`config.mk`:
```
export PLATFORM = sky130hd
export DESIGN_NAME = stereo_pixel_feeder
export DESIGN_NICKNAME = d
export VERILOG_FILES = /design/src/rtl/stereo_pixel_feeder.sv
export SDC_FILE = /design/constraint.sdc
export NUM_CORES = 1
export LEC_CHECK = 0
export ABC_CLOCK_PERIOD_IN_PS = 1800
export BUFFER_PORTS_ARGS = -buffer_cell sky130_fd_sc_hd__buf_2
export CORE_ASPECT_RATIO = 2
export CORE_MARGIN = 2
export CORE_UTILIZATION = 45
export CTS_CLUSTER_SIZE = 40
export DETAILED_ROUTE_END_ITERATION = 10
export PLACE_DENSITY_LB_ADDON = 0.08
export SLEW_MARGIN = 10
export SYNTH_ARGS = -nofsm -noshare
export SYNTH_HDL_FRONTEND = slang
export SYNTH_SLANG_ARGS = --single-unit
```
`constraint.sdc`:
```
create_clock -name clk_in -period 1.8 [get_ports clk_in]
set_input_delay 0.36 -clock clk_in [delete_from_list [all_inputs] [get_ports clk_in]]
set_output_delay 0.36 -clock clk_in [all_outputs]
set_load 0.01 [all_outputs]
```
`src/rtl/stereo_pixel_feeder.sv`:
```
// stereo_pixel_feeder: per-line right-pixel window presenting disparity candidates with each left pixel
module stereo_pixel_feeder #(
    parameter int                     PIXEL_WIDTH = 4,
    parameter int                     NUM_DISP    = 9,
    parameter int                     LINE_WIDTH  = 320,
    parameter logic [PIXEL_WIDTH-1:0] FILL_VALUE  = '1
) (
    input  logic                         clk_in,
    input  logic                         rst_in,
    input  logic [PIXEL_WIDTH-1:0]       left_in,
    input  logic [PIXEL_WIDTH-1:0]       right_in,
    input  logic                         valid_in,
    input  logic                         line_start_in,
    output logic [PIXEL_WIDTH-1:0]       left_pixel_out,
    output logic [PIXEL_WIDTH-1:0]       right_pixel_out [NUM_DISP-1:0],
    output logic                         valid_out,
    output logic [$clog2(LINE_WIDTH)-1:0] col_out,
    output logic                         line_done_out,
    output logic                         short_line_err_out
);
    localparam int CW = $clog2(LINE_WIDTH);
    localparam logic [CW-1:0] LAST = CW'(LINE_WIDTH - 1);
    localparam logic [CW-1:0] FULL = CW'(NUM_DISP - 1);

    typedef enum logic {FILL, STEADY} state_t;

    state_t                 state;
    logic [PIXEL_WIDTH-1:0] win    [NUM_DISP-1:0];
    logic [PIXEL_WIDTH-1:0] win_nx [NUM_DISP-1:0];
    logic [CW-1:0]          col_q;
    logic [CW-1:0]          x;
    logic                   restart;

    // column of the incoming pair and the window it produces; a restart flushes the old row
    always_comb begin
        restart   = line_start_in || col_q == '0;
        x         = restart ? '0 : col_q;
        win_nx[0] = right_in;
        for (int k = 1; k < NUM_DISP; k++)
            win_nx[k] = restart ? FILL_VALUE : win[k-1];
    end

    // accept every valid pair, register its candidates one cycle later and track row position
    always_ff @(posedge clk_in) begin
        if (rst_in) begin
            for (int k = 0; k < NUM_DISP; k++) begin
                win[k]             <= FILL_VALUE;
                right_pixel_out[k] <= '0;
            end
            left_pixel_out     <= '0;
            valid_out          <= 1'b0;
            col_out            <= '0;
            line_done_out      <= 1'b0;
            short_line_err_out <= 1'b0;
            col_q              <= '0;
            state              <= FILL;
        end else begin
            valid_out     <= valid_in;
            line_done_out <= valid_in && x == LAST;
            if (valid_in) begin
                win                <= win_nx;
                right_pixel_out    <= win_nx;
                left_pixel_out     <= left_in;
                col_out            <= x;
                col_q              <= x == LAST ? '0 : x + 1'b1;
                short_line_err_out <= short_line_err_out || (line_start_in && col_q != '0);
                state              <= restart ? FILL : (x == FULL ? STEADY : state);
            end
        end
    end
endmodule

```
==> metrics.txt <==
Hold Crit Class=input pin to register; CP peak stage delay=~0.57 ns; min Tclk post-route=1.70 ns; Post-Syn Nets=374; PwrDens=1090 nW/um^2; IO Count=64; Slew Limit Fails=0; TNS Setup=0 ns; Yosys cell types=40; post-route clock period utilization=0.944; die footprint=8330 sq um; Synth Cell Area=3410 sq um; H-tree depth=3; Fin Hold WS=~0.26 ns; DRC=0; top post-synthesis cells by area=dfxtp_1 (55%), nor2_1 (9.7%), o22a_1 (7.2%); CTS tree=done; Post-synth EDFFs=0; area fraction of the dominant cell type after synthesis=0.546; Synth Instances=361; Req. time, crit path=2.02 ns; routed length per instance=15.4 um; ys flop type=dfxtp_1; fmax=0.589 GHz; Synth Register Bits=93; Clock Tree Buf Depth=2; IO buf count=63; Worst Skew=0.00915 ns; Pleak=approximately 0.0017 uW; CTS buffer count=9; top cells by count, synth=dfxtp_1 (93), nor2_1 (88), a211oi_1 (32); initial antenna violation count=0; drt via density=5.43; CTS Root Cell=clkbuf_16; fillers=roughly 680; Avg Cell Area, Syn=9.44 sq um; count leader, synth=dfxtp_1; Switching Power=989 uW; Routed WL=just over 8000 um; Clock transition at path regs=0.07 ns; Final Setup Violations=0; Rows=44; Synth area leader=dfxtp_1; ys async rst share=0; wire length of the first global-routing pass=13000 um; Post-layout nets=444; RSZ-0062 raised after global routing=false; vias in the first global route=2694; status=complete, no violations; HPWL after detailed placement=5680 um; n_diodes=0; CP cell instances=nor2b_4 -> ha_4 -> nand3_4 -> or4_4 -> a22oi_1 -> nor2_1; crit-path max FO=5; CTS Sinks=93; Worst IR Drop VDD=0.819 mV; growth of design area from synthesis to finish=25.8%; Post-DRT Antenna Nets=0; post-synthesis sequential area ratio=0.546; clock share of power=0.458; Crit Path Category=register to register; Worst Setup Start Kind=register; CP endpoint kind=register; vias=approximately 2900; internal power=3670 uW; initial DRC count=157; Fin. Hold Viols=0; Initial Util=0.465; Logic pwr share=0.075; layout cells sized above 1=0.271; Slew @ Worst Pin=0.360 ns; clk_lat worst skew=between 0.3 and 0.4 ns; die width=65.5 um; Final GP Congestion=around 0.89; Max Cap Violations=0; Sequential Power Share=0.467; core area=between 7000 and 8000 sq um; slowest cell on the critical path=or4_4; Sw Ratio=0.212; Die Y=127 um; Slew headroom=0.758; largest net degree at the start of global routing=34; Worst Path Arrival=around 1.9 ns; Total Routing Usage GR=0.205; GR Overflow Total=0; Yosys warnings=0; DR pass1 iterations=4
## power groups by stage
stage	Clock, uW	Sequential [uW]	Combinational [uW]
after global placement	0	2220	348
after global routing	2260	2190	386
after detailed placement	0	2220	351
after CTS	2190	2180	352
after floorplan	0	2250	189
final	2130	2180	349
## logic make-up (layout without fill, tap and decap cells)
| family | Yosys count | after routing | synth area share |
|---|---|---|---|
| compound gates | 94 | 94 | 0.208 |
| fa+ha+maj | 1 | 1 | 0.00367 |
| buf+inv | 33 | 108 | 0.0485 |
| flops | 93 | 93 | 0.546 |
| mux | 8 | 8 | 0.0235 |
| simple gates | 132 | 132 | 0.170 |
## per-stage QoR
stage / setup slack (ns) / std cells / utilization / power (uW) / cell area (sq um)
2_1_floorplan: 0.0292 / 361 / - / 2440 / 3470
3_3_place_gp: 0.00597 / 511 / 0.536 / 2570 / 3920
3_5_place_dp: -0.00972 / 511 / 0.536 / 2570 / 3920
4_1_cts: 0.0610 / 527 / 0.582 / 4720 / 4260
5_1_grt: 0.0232 / 528 / 0.585 / 4840 / 4290
6_report: 0.101 / 528 / 0.585 / 4660 / 4290
## sequential cells by signal, indices dropped and copies added (netlist names)
signal and flops:
valid_out 1, left_pixel_out 4, short_line_err_out 1, right_pixel_out 36, col_out 9, col_q 9
line_done_out 1, win 32
## layout make-up
cell class,count,area [sq um],area share
multi-input combinational,235,1440,0.337
sequential,93,1860,0.435
clock buffer,12,246,0.0575
inverter,3,11.3,0.00263
tap,92,115,0.0269
clock inverter,4,95.1,0.0222
timing repair buffer,89,510,0.119
## critical path: cells and delay by family (launching register included)
family                   cells  cell delay [ns]
AND/OR/NAND/NOR              4             0.88
flip-flops                   1             0.36
adder cells (fa/ha/maj)      1             0.17
AO/OA/AOI/OAI                1             0.17
## repair_timing
| item | in CTS | in global routing |
|---|---|---|
| buffers inserted | 0 | 1 |
| gates resized for setup | 0 | 4 |
| setup endpoints to repair | 0 | 7 |
| hold buffers | 0 | 0 |
## per-layer routing
metal,up-vias,wire length [um],global-route usage
met3,15,226,0.0458
li1,1425,-,-
met2,48,4350,0.358
met4,0,227,0.100
met1,1379,3330,0.229
met5,-,0,0
## cell usage in the layout (no fill, tap or decap), types with 3 or more instances in the layout
cell / instances
a211o_1: 4
clkbuf_16: 9
a21oi_1: 14
buf_2: 63
dfxtp_1: 91
nand2_1: 12
o22a_1: 28
nor2_1: 88
or2_2: 3
buf_4: 26
a211oi_1: 32
nand3_1: 5
mux2i_1: 8
bufinv_16: 3
and2_1: 4
or4_1: 3
a31oi_1: 5
## path summary, 6_finish.rpt
check | start | end | slack, ns | cells past startpoint
worst min-delay path | left_in[3] | left_pixel_out[3] | 0.26 | 3
worst max-delay path | col_q[1] | col_q[0] | 0.10 | 6
worst min register to register | col_out[3] | col_out[3] | 0.46 | 2
worst max register to register | col_q[1] | col_q[0] | 0.10 | 6
(Power assumes the default switching activity.)
